File: src/rtl/mem_copier.sv
`default_nettype none
// ============================================================================
// mem_copier : RAM-port initiator that copies a word range or fills it with
//              a constant, using a start/busy/done handshake.
// Revision   : 1.0
// ============================================================================
module mem_copier #(
  parameter int ADDR_BITS = 3,
  parameter int WORD_BITS = 8
) (
  input  logic                 in_clk,
  input  logic                 in_rst,
  input  logic                 in_start,
  input  logic                 in_mode,
  input  logic [ADDR_BITS-1:0] in_src_addr,
  input  logic [ADDR_BITS-1:0] in_dst_addr,
  input  logic [ADDR_BITS:0]   in_count,
  input  logic [WORD_BITS-1:0] in_fill_value,
  output logic                 out_busy,
  output logic                 out_done,
  output logic                 out_read_ena,
  output logic                 out_write_ena,
  output logic [ADDR_BITS-1:0] out_addr,
  output logic [WORD_BITS-1:0] out_data,
  input  logic [WORD_BITS-1:0] in_data
);

  localparam logic [2:0] c_st_idle  = 3'd0;
  localparam logic [2:0] c_st_read  = 3'd1;
  localparam logic [2:0] c_st_wait  = 3'd2;
  localparam logic [2:0] c_st_write = 3'd3;
  localparam logic [2:0] c_st_done  = 3'd4;

  localparam logic [ADDR_BITS:0] c_last_word = (ADDR_BITS + 1)'(1);

  logic [2:0]           r_state;
  logic [ADDR_BITS-1:0] r_src_ptr;
  logic [ADDR_BITS-1:0] r_dst_ptr;
  logic [ADDR_BITS:0]   r_remaining;
  logic                 r_mode;
  logic [WORD_BITS-1:0] r_fill_value;
  logic [WORD_BITS-1:0] r_buffer;

  always_ff @(posedge in_clk or posedge in_rst) begin
    if (in_rst) begin
      r_state      <= c_st_idle;
      r_src_ptr    <= '0;
      r_dst_ptr    <= '0;
      r_remaining  <= '0;
      r_mode       <= 1'b0;
      r_fill_value <= '0;
      r_buffer     <= '0;
    end else begin
      case (r_state)
        c_st_idle: begin
          if (in_start) begin
            r_src_ptr    <= in_src_addr;
            r_dst_ptr    <= in_dst_addr;
            r_remaining  <= in_count;
            r_mode       <= in_mode;
            r_fill_value <= in_fill_value;
            if (in_count == '0)
              r_state <= c_st_done;
            else if (in_mode)
              r_state <= c_st_write;
            else
              r_state <= c_st_read;
          end
        end
        c_st_read:
          r_state <= c_st_wait;
        c_st_wait: begin
          r_buffer <= in_data;
          r_state  <= c_st_write;
        end
        c_st_write: begin
          r_dst_ptr   <= r_dst_ptr + ADDR_BITS'(1);
          r_remaining <= r_remaining - c_last_word;
          if (!r_mode)
            r_src_ptr <= r_src_ptr + ADDR_BITS'(1);
          if (r_remaining == c_last_word)
            r_state <= c_st_done;
          else if (r_mode)
            r_state <= c_st_write;
          else
            r_state <= c_st_read;
        end
        c_st_done:
          r_state <= c_st_idle;
        default:
          r_state <= c_st_idle;
      endcase
    end
  end

  // Outputs are also gated by reset so a write in flight is cut off at once.
  always_comb begin
    out_busy      = 1'b0;
    out_done      = 1'b0;
    out_read_ena  = 1'b0;
    out_write_ena = 1'b0;
    out_addr      = '0;
    out_data      = '0;
    if (!in_rst) begin
      out_busy = (r_state != c_st_idle);
      case (r_state)
        c_st_read: begin
          out_read_ena = 1'b1;
          out_addr     = r_src_ptr;
        end
        c_st_write: begin
          out_write_ena = 1'b1;
          out_addr      = r_dst_ptr;
          out_data      = r_mode ? r_fill_value : r_buffer;
        end
        c_st_done:
          out_done = 1'b1;
        default: ;
      endcase
    end
  end

endmodule
`default_nettype wire

File: config.mk
export PLATFORM = sky130hd
export DESIGN_NAME = mem_copier
export DESIGN_NICKNAME = d
export VERILOG_FILES = /design/src/rtl/mem_copier.sv
export SDC_FILE = /design/constraint.sdc
export NUM_CORES = 1
export LEC_CHECK = 0
export BUFFER_PORTS_ARGS = -buffer_cell sky130_fd_sc_hd__buf_2
export CAP_MARGIN = 30
export CORE_MARGIN = 2
export CORE_UTILIZATION = 55
export CTS_CLUSTER_SIZE = 14
export DETAILED_ROUTE_END_ITERATION = 10
export GPL_TIMING_DRIVEN = 0
export PLACE_DENSITY = 0.82
export SETUP_SLACK_MARGIN = 0.2
export SYNTH_ARGS = -nofsm -noshare
export SYNTH_HDL_FRONTEND = slang
export SYNTH_SLANG_ARGS = --single-unit
File: constraint.sdc
create_clock -name in_clk -period 3.2 [get_ports in_clk]
set_input_delay 0.64 -clock in_clk [delete_from_list [all_inputs] [get_ports in_clk]]
set_output_delay 0.64 -clock in_clk [all_outputs]
set_load 0.005 [all_outputs]
* Word level (Yosys, flattened, before mapping)
Cells that the tools add are included. W data, S select, Z words.
Word-level totals: word-level logic and storage cells 49, memory bits (writable) 0, latch bits 0, output and inout bits 15, ROM bits 0, bits of input ports 30, memories 0, register bits 30
Cells by class: $add $sub $neg 3, bitwise gates (word level) 0, equality and inequality tests 7, reductions and logical operators 7, div/mod/pow operators 0, magnitude comparators 0, muxes and demuxes 25, multipliers 0, shift-type cells 0
Operators by type and width (count):
- $mux W8 | 3
- $mux W3 | 7
- $pmux W3 S2 | 3
- $pmux W3 S4 | 1
- $pmux W4 S2 | 1
- $mux W1 | 7
- $add A3 B1 Y3 const B | 2
- $eq A3 B2 Y1 const B | 2
- $eq A4 B1 Y1 const B | 1
- $logic_not A4 Y1 | 1
- $mux W2 | 2
- $mux W4 | 1
- $ne A2 B2 Y1 const B | 2
- $reduce_and A2 Y1 | 2
- $sub A4 B1 Y4 const B | 1
- $eq A3 B1 Y1 const B | 1
- $eq A3 B3 Y1 const B | 1
- $logic_not A3 Y1 | 1
- $reduce_and A3 Y1 | 1
- $reduce_bool A3 Y1 | 1
- $reduce_bool A2 Y1 | 1

* Logic depth before layout (Yosys ltp)
Gate-level depths: netlist (run 1).
word-level depth 4, depth in mapped cells 6, gate-level depth less buffers 5

* Least setup slack after synthesis (run 1)
No wires, ideal clock.
path type input to output, start in in_rst, end out out_addr[0], buffers on the path 1, cell stages on the path 5, path slack 1107 ps, data required time 2560 ps, arrival time 1453 ps, path through nand2b_1 > or2_2 > buf_2 > inv_1 > a22o_1
On the way: word-level cells in the longest chain between the ends 1
Ends and longest elaborated chain:
- start: declaration | line 12 | input logic in_rst,
- $mux W3 | line 104 | if (!in_rst) begin
- end: declaration | line 23 | output logic [ADDR_BITS-1:0] out_addr,
Every way passes these cells.

* Worst setup path in the final report (run 1)
start reg r_state[2], end out out_addr[0]
On the way: word-level cells in the longest chain between the ends 3, elaborated cells on any way between the ends 4, those cells by class 2 x eq/ne; 2 x mux
Ends and longest elaborated chain:
- start: declaration | line 36 | logic [2:0] r_state;
- start signal: assignment | line 46 | r_state <= c_st_idle;
- start signal: assignment | line 63 | r_state <= c_st_done;
- start signal: assignment | line 65 | r_state <= c_st_write;
- $eq A3 B2 Y1 / $eq A3 B1 Y1 (equally long branches) | line 106 | case (r_state)
- $pmux W3 S2 (*) | line 106
- $mux W3 (*) | line 104
Mark *: on every way between the ends. The rest lies on a longest branch, timed or not.

==> results.py, run 1 <==
metrics = {
    "yosys": {
        "yosys_warnings": 0,
        "seq_area_frac_synth_pct": 45.9,
        "ys.flop_type": "dfrtp_1",
        "synth.distinct_cells": 36,
        "ys_ff_latch": 30,
        "synth_async_sr_flop_share_pct": 100,
        "syn-num-nets": 190,
        "syn_avg_cell_area_um2": 10.5,
        "synth_area_um2": 1630,
        "netlist_instances": 156,
        "synth-edff-count": 0,
    },
    "critical_path": {
        "worstPathArrival_ns": 1.94,
        "path_cells": "buf_6 -> nand2b_1 -> or2_2 -> buf_2 -> inv_1 -> a22o_1 -> buf_2",
        "worst_setup_path_start_kind": "flop",
        "rr_worst_depth": 5,
        "cpMaxStageDelayCell": "dfrtp_1",
        "cp-startpoint": "r_state[2]",
        "crit_fanout": 10,
        "critPathTopFamily": "buffers and inverters",
        "cp_common_cell": "buf_2",
        "reg2reg_to": "r_remaining[3]",
        "slowest_delay_ns": 0.40,
        "r2r_slack_ns": 1.46,
        "cp-end-kind": "primary output",
        "worst-setup-path-type": "reg2out",
        "cp.required_ns": 2.56,
        "worstReg2RegStart": "r_state[0]",
        "worst-path-buf-inv": 4,
    },
    "final_layout": {
        "final_core_util_pct": 71.8,
        "diodes": 0,
        "area_delta_synth_final_pct": 22.3,
        "fillers": 203,
        "final_common_cell": "buf_2",
        "nets": 242,
        "instances_no_fill": 240,
        "drive_above_1_share_pct": 37.8,
        "finalInstanceArea_um2": 2000,
        "layout_common_cells": "buf_2, dfrtp_1, nand2_1",
    },
    "timing": {
        "drv_slew": 0,
        "fin_crit_sh_pct": 80.8,
        "fin_skew_ns": 0.00809,
        "setup_tns_ns": 0,
        "setup_viol": 0,
        "relSlewSlack_pct": 61.8,
        "worst_slew_pin_slew_ns": 0.569,
        "fmax_mhz": 387,
        "fin_crit_ns": 2.58,
        "hold_viol_final": 0,
        "rsz0062_at_grt": "no",
    },
    "floorplanning": {
        "die-area_um2": 3420,
        "die_w_um": 58.5,
        "core_area_um2": 2780,
        "ios": 45,
        "start_util_pct": 58.7,
        "rows": 19,
        "floorplan.die.height_um": 58.5,
    },
    "drt": {
        "drt-initial-drc-count": 63,
        "wl_per_cell_um": 15.5,
        "viasPerCell": 5.71,
        "dr.pass1.iters": 4,
        "via_count": 1371,
        "ant_nets": 0,
        "wl_mm": 3.72,
        "drc": 0,
    },
    "power": {
        "p_switching_w": 0.000727,
        "power_w": 0.00190,
        "power_frac_comb_pct": 46.6,
        "p_leak_nw": 1.01,
        "netSwitchingFraction_pct": 38.3,
        "p_per_area_nw_per_um2": 950,
        "p_seq_share_pct": 37.5,
        "vdd_drop_max_uv": 696,
        "p_clk_share_pct": 15.9,
        "intPower_w": 0.00117,
    },
    "placement": {
        "numPortBuffers": 44,
        "dp.cells": 232,
        "gp_congestion": 0.829,
        "hpwlAfterDp_mm": 2.83,
        "postPlaceCellArea_um2": 1920,
    },
    "clocking": {
        "hold_buffers": 0,
        "clk_pin_slew_ns": 0.10,
        "postCtsSetupRepairBufs": 0,
        "root_buffer": "clkbuf_4",
        "post_cts_resized": 0,
        "cts_max_level": 2,
        "worstSkewPairLatency_ns": 0.33,
        "tritoncts": "built",
        "cts.sinks": 30,
        "clockBufferDepth": 2,
        "cts_made_buffers": 5,
    },
    "global_routing": {
        "grt_pass1_wl_mm": 6.33,
        "grt_max_degree": 24,
        "grt_overflow_total": 0,
        "grt_pass1_vias": 1407,
        "antenna_found_initial": 0,
        "grtUsageTotal_pct": 25.2,
    },
    "status": {
        "status": "finished clean",
    },
    "worst_hold_path": {
        "hold_class": "in2async",
    },
    "run": {
        "drv_cap": 0,
    },
}
-- cell type report --
class / count / area, um^2 / area share, %
sequential: 30 / 751 / 37.6
clock buffer: 5 / 37.5 / 1.88
timing repair buffer: 45 / 248 / 12.4
tap: 31 / 38.8 / 1.94
multi-input combinational: 109 / 791 / 39.6
clock inverter: 3 / 40.0 / 2.00
inverter: 7 / 26.3 / 1.31
buffer: 10 / 66.3 / 3.32
-- power by group through the flow --
stage | Combinational (W) | Sequential (W) | Clock [W]
after detailed placement | 0.000885 | 0.000714 | 0
after CTS | 0.000889 | 0.000708 | 0.000306
after global routing | 0.000980 | 0.000734 | 0.000327
after global placement | 0.000835 | 0.000698 | 0
final | 0.000884 | 0.000713 | 0.000302
after floorplan | 0.000675 | 0.000670 | 0
-- worst max-delay path by stage --
| stage | slack (ns) | depth (start not counted) | end |
|---|---|---|---|
| floorplan | 1.11 | 5 | out_addr[0] |
| global placement | 0.81 | 7 | out_addr[0] |
| detailed placement | 0.77 | 7 | out_addr[0] |
| CTS | 0.60 | 7 | out_addr[0] |
| global route | 0.47 | 7 | out_addr[0] |
| finish | 0.62 | 7 | out_addr[0] |
-- flip-flops by register name, indices dropped and copies added, names as in the netlist --
name          cells
r_src_ptr         3
r_fill_value      8
r_dst_ptr         3
r_mode            1
r_buffer          8
r_state           3
r_remaining       4
-- cell families after synthesis --
kind of cell / Yosys count / synth area share (%)
AND/OR/NAND/NOR: 63 / 20.1
flip-flops: 30 / 45.9
AO/OA/AOI/OAI: 21 / 10.9
multiplexers: 21 / 14.3
buffers and inverters: 17 / 5.67
adder cells (fa/ha/maj): 4 / 3.06
-- metal layers --
metal | GRT usage, % | vias to the layer above | wire length, um
met2 | 40.9 | 37 | 1870
li1 | - | 655 | -
met5 | 0 | - | 0
met4 | 7.97 | 0 | 55
met3 | 7.47 | 6 | 202
met1 | 32.4 | 673 | 1590
-- cells in the mapped netlist (4+ instances only) --
cell,count,share of area [%]
a311oi_1,4,2.1
buf_2,5,1.5
dfrtp_1,30,46
ha_1,4,3.1
inv_1,7,1.6
mux2_2,8,5.5
mux2i_1,11,6.7
nand2_1,28,6.4
nor2_1,13,3.0
nor3_1,4,1.2
-- stage by stage --
| stage | hold WS [ns] | setup WS, ns |
|---|---|---|
| global route | 0.334 | 0.472 |
| global placement | 0.458 | 0.813 |
| detailed placement | 0.472 | 0.770 |
| CTS | 0.312 | 0.605 |
| floorplan | 0.445 | 1.11 |
| finish | 0.307 | 0.616 |
No activity file was read; power rests on OpenSTA's default activity.
==> run 2, diff against run 1 <==
--- a/config.mk
+++ b/config.mk
@@ -5,14 +5,15 @@
 export SDC_FILE = /design/constraint.sdc
 export NUM_CORES = 1
 export LEC_CHECK = 0
+export ABC_AREA = 1
 export BUFFER_PORTS_ARGS = -buffer_cell sky130_fd_sc_hd__buf_2
 export CAP_MARGIN = 30
 export CORE_MARGIN = 2
-export CORE_UTILIZATION = 55
+export CORE_UTILIZATION = 47
 export CTS_CLUSTER_SIZE = 14
 export DETAILED_ROUTE_END_ITERATION = 10
 export GPL_TIMING_DRIVEN = 0
-export PLACE_DENSITY = 0.82
+export PLACE_DENSITY = 0.75
 export SETUP_SLACK_MARGIN = 0.2
 export SYNTH_ARGS = -nofsm -noshare
 export SYNTH_HDL_FRONTEND = slang
==> constraint.sdc (replaced) <==
create_clock -name in_clk -period 2.33 [get_ports in_clk]
set_input_delay 0.466 -clock in_clk [delete_from_list [all_inputs] [get_ports in_clk]]
set_output_delay 0.466 -clock in_clk [all_outputs]
set_load 0.005 [all_outputs]
==> results.py, run 2 <==
metrics = {
    "critical_path": {
        "cp-startpoint": "r_state[1]",
        "cp.required_ns": 1.86,
        "crit_fanout": 6,
        "cp-end-kind": "primary output",
        "worst_setup_path_start_kind": "flop",
        "r2r_slack_ns": 0.96,
        "reg2reg_to": "r_src_ptr[1]",
        "slowest_delay_ns": 0.45,
        "rr_worst_depth": 7,
        "cpMaxStageDelayCell": "dfrtp_2",
        "worstPathArrival_ns": 1.49,
        "path_cells": "nand2_2 -> nor2_4 -> buf_4 -> nand2_1 -> o21ai_1 -> buf_2",
        "worst-setup-path-type": "reg2out",
        "worstReg2RegStart": "r_state[1]",
    },
    "final_layout": {
        "area_delta_synth_final_pct": 26.5,
        "layout_common_cells": "nand2_1, buf_2, dfrtp_1",
        "diodes": 0,
        "fillers": 346,
        "final_common_cell": "nand2_1",
        "drive_above_1_share_pct": 28.3,
        "top_regs": "r_buffer: 8 flops, r_fill_value: 8 flops, r_remaining: 4 flops",
        "nets": 323,
        "finalInstanceArea_um2": 2110,
    },
    "floorplanning": {
        "die-area_um2": 4040,
        "start_util_pct": 49.6,
        "floorplan.die.height_um": 63.6,
        "core_area_um2": 3360,
        "rows": 21,
        "die_w_um": 63.6,
        "ios": 45,
    },
    "yosys": {
        "synth_area_um2": 1670,
        "synth.distinct_cells": 22,
        "netlist_instances": 228,
        "netlist.area_leader.share_pct": 45.0,
        "yosys_warnings": 0,
        "ys.flop_type": "dfrtp_1",
        "syn_avg_cell_area_um2": 7.32,
        "ys_ff_latch": 30,
        "yosys-top-cells-count": "nand2_1, dfrtp_1, inv_1, nor2_1, nand3_1",
        "synth_area_leaders": "dfrtp_1, nand2_1, inv_1, nand3_1, nor2_1",
        "seq_area_frac_synth_pct": 45.0,
        "syn-num-nets": 262,
        "synth_async_sr_flop_share_pct": 100,
        "synth-edff-count": 0,
        "synth.largest_area_cell": "dfrtp_1",
        "synth_most_common_cell": "nand2_1",
    },
    "drt": {
        "drc": 0,
        "drt-initial-drc-count": 152,
        "viasPerCell": 4.82,
        "dr.pass1.iters": 4,
        "ant_nets": 0,
        "wl_mm": 3.87,
        "wl_per_cell_um": 11.5,
        "via_count": 1619,
    },
    "clocking": {
        "cts.sinks": 30,
        "clk_pin_slew_ns": 0.10,
        "cts_made_buffers": 5,
        "tritoncts": "built",
        "root_buffer": "clkbuf_4",
        "hold_buffers": 0,
        "worstSkewPairLatency_ns": 0.33,
        "clockBufferDepth": 2,
        "cts_max_level": 2,
    },
    "placement": {
        "place_ws_ns": 0.173,
        "postPlaceCellArea_um2": 1970,
        "numPortBuffers": 44,
        "gp_congestion": 0.817,
        "hpwlAfterDp_mm": 2.83,
    },
    "timing": {
        "timing.hold.ws_ns": 0.202,
        "fin_crit_sh_pct": 84.2,
        "drv_slew": 0,
        "relSlewSlack_pct": 84.1,
        "fmax_mhz": 510,
        "fin_skew_ns": 0.00936,
        "worst_slew_pin_slew_ns": 0.237,
        "hold_viol_final": 0,
        "fin_crit_ns": 1.96,
        "setup_ws_ns": 0.369,
        "rsz0062_at_grt": "no",
        "setup_viol": 0,
        "setup_tns_ns": 0,
    },
    "power": {
        "vdd_drop_max_uv": 546,
        "p_per_area_nw_per_um2": 1220,
        "p_leak_nw": 1.19,
        "power_w": 0.00257,
    },
    "global_routing": {
        "grt_pass1_wl_mm": 6.31,
        "grtUsageTotal_pct": 20.5,
        "grt_pass1_vias": 1455,
        "antenna_found_initial": 0,
        "grt_overflow_total": 0,
        "grt_max_degree": 23,
    },
    "run": {
        "drv_cap": 0,
    },
    "worst_hold_path": {
        "hold_class": "in2async",
    },
    "status": {
        "status": "finished clean",
    },
}
[run 2: cell types whose count changed after synthesis, sizes merged, moves of 4 or more]
cell,before,now
nand3,2,15
mux2i,12,0
mux2,9,0
buf,9,5
nand2,28,101
a311oi,4,0
nor3,4,0
inv,7,22
a21oi,1,11
o21ai,0,18
[run 2: kinds of logic (layout without fill, tap and decap cells)]
family | Yosys count | after routing | synth area share [%]
simple gates | 135 | 135 | 34.7
flops | 30 | 30 | 45.0
compound gates | 29 | 29 | 8.70
fa+ha+maj | 4 | 4 | 3.00
xor+xnor | 2 | 2 | 1.05
buf+inv | 28 | 90 | 7.58
[run 2: worst max path at each step]
stage	to	slack, ns	cells after the start
finish	out_addr[0]	0.37	6
global route	out_data[0]	0.24	5
CTS	out_addr[2]	0.21	7
detailed placement	out_addr[2]	0.17	8
global placement	out_addr[0]	-0.38	7
floorplan	out_addr[0]	0.25	5
[run 2: power breakdown]
group,internal (W),total [W],switching (W)
clock network,0.000146,0.000329,0.000183
logic,0.000512,0.00127,0.000758
registers,0.000780,0.000976,0.000196
[run 2: worst max-delay path, delay by kind of cell (launching register included)]
family / cells / cell delay [ns]
buf+inv: 2 / 0.28
flops: 1 / 0.45
simple gates: 3 / 0.33
compound gates: 1 / 0.10
[run 2: layout make-up]
class                           instances  area [um^2]  share of cell area [%]
Tap cell                               46         57.6                    2.73
Timing Repair Buffer                   54          315                    14.9
Buffer                                  5         40.0                    1.90
Multi-Input combinational cell        170          793                    37.6
Clock buffer                            7         55.1                    2.61
Sequential cell                        30          753                    35.7
Clock inverter                          1         5.00                   0.237
Inverter                               23         90.1                    4.27
[run 2: timing repair]
item / CTS / global route
resized for setup: 1 / 3
pin swaps: 0 / 1
setup buffers: 0 / 9
endpoints found under the setup margin: 4 / 11
[run 2: routing by layer]
metal	wire, um	GRT usage (%)	vias to the layer above
li1	-	-	837
met1	1770	25.7	726
met2	1810	33.0	52
met3	236	5.89	4
met4	57	8.15	0
met5	0	0	-
[run 2: metrics by stage]
step                utilization (%)  instances
detailed placement             58.7        319
floorplan                         -        228
finish                         62.7        336
global route                   62.7        336
CTS                            60.6        327
global placement               57.8        318
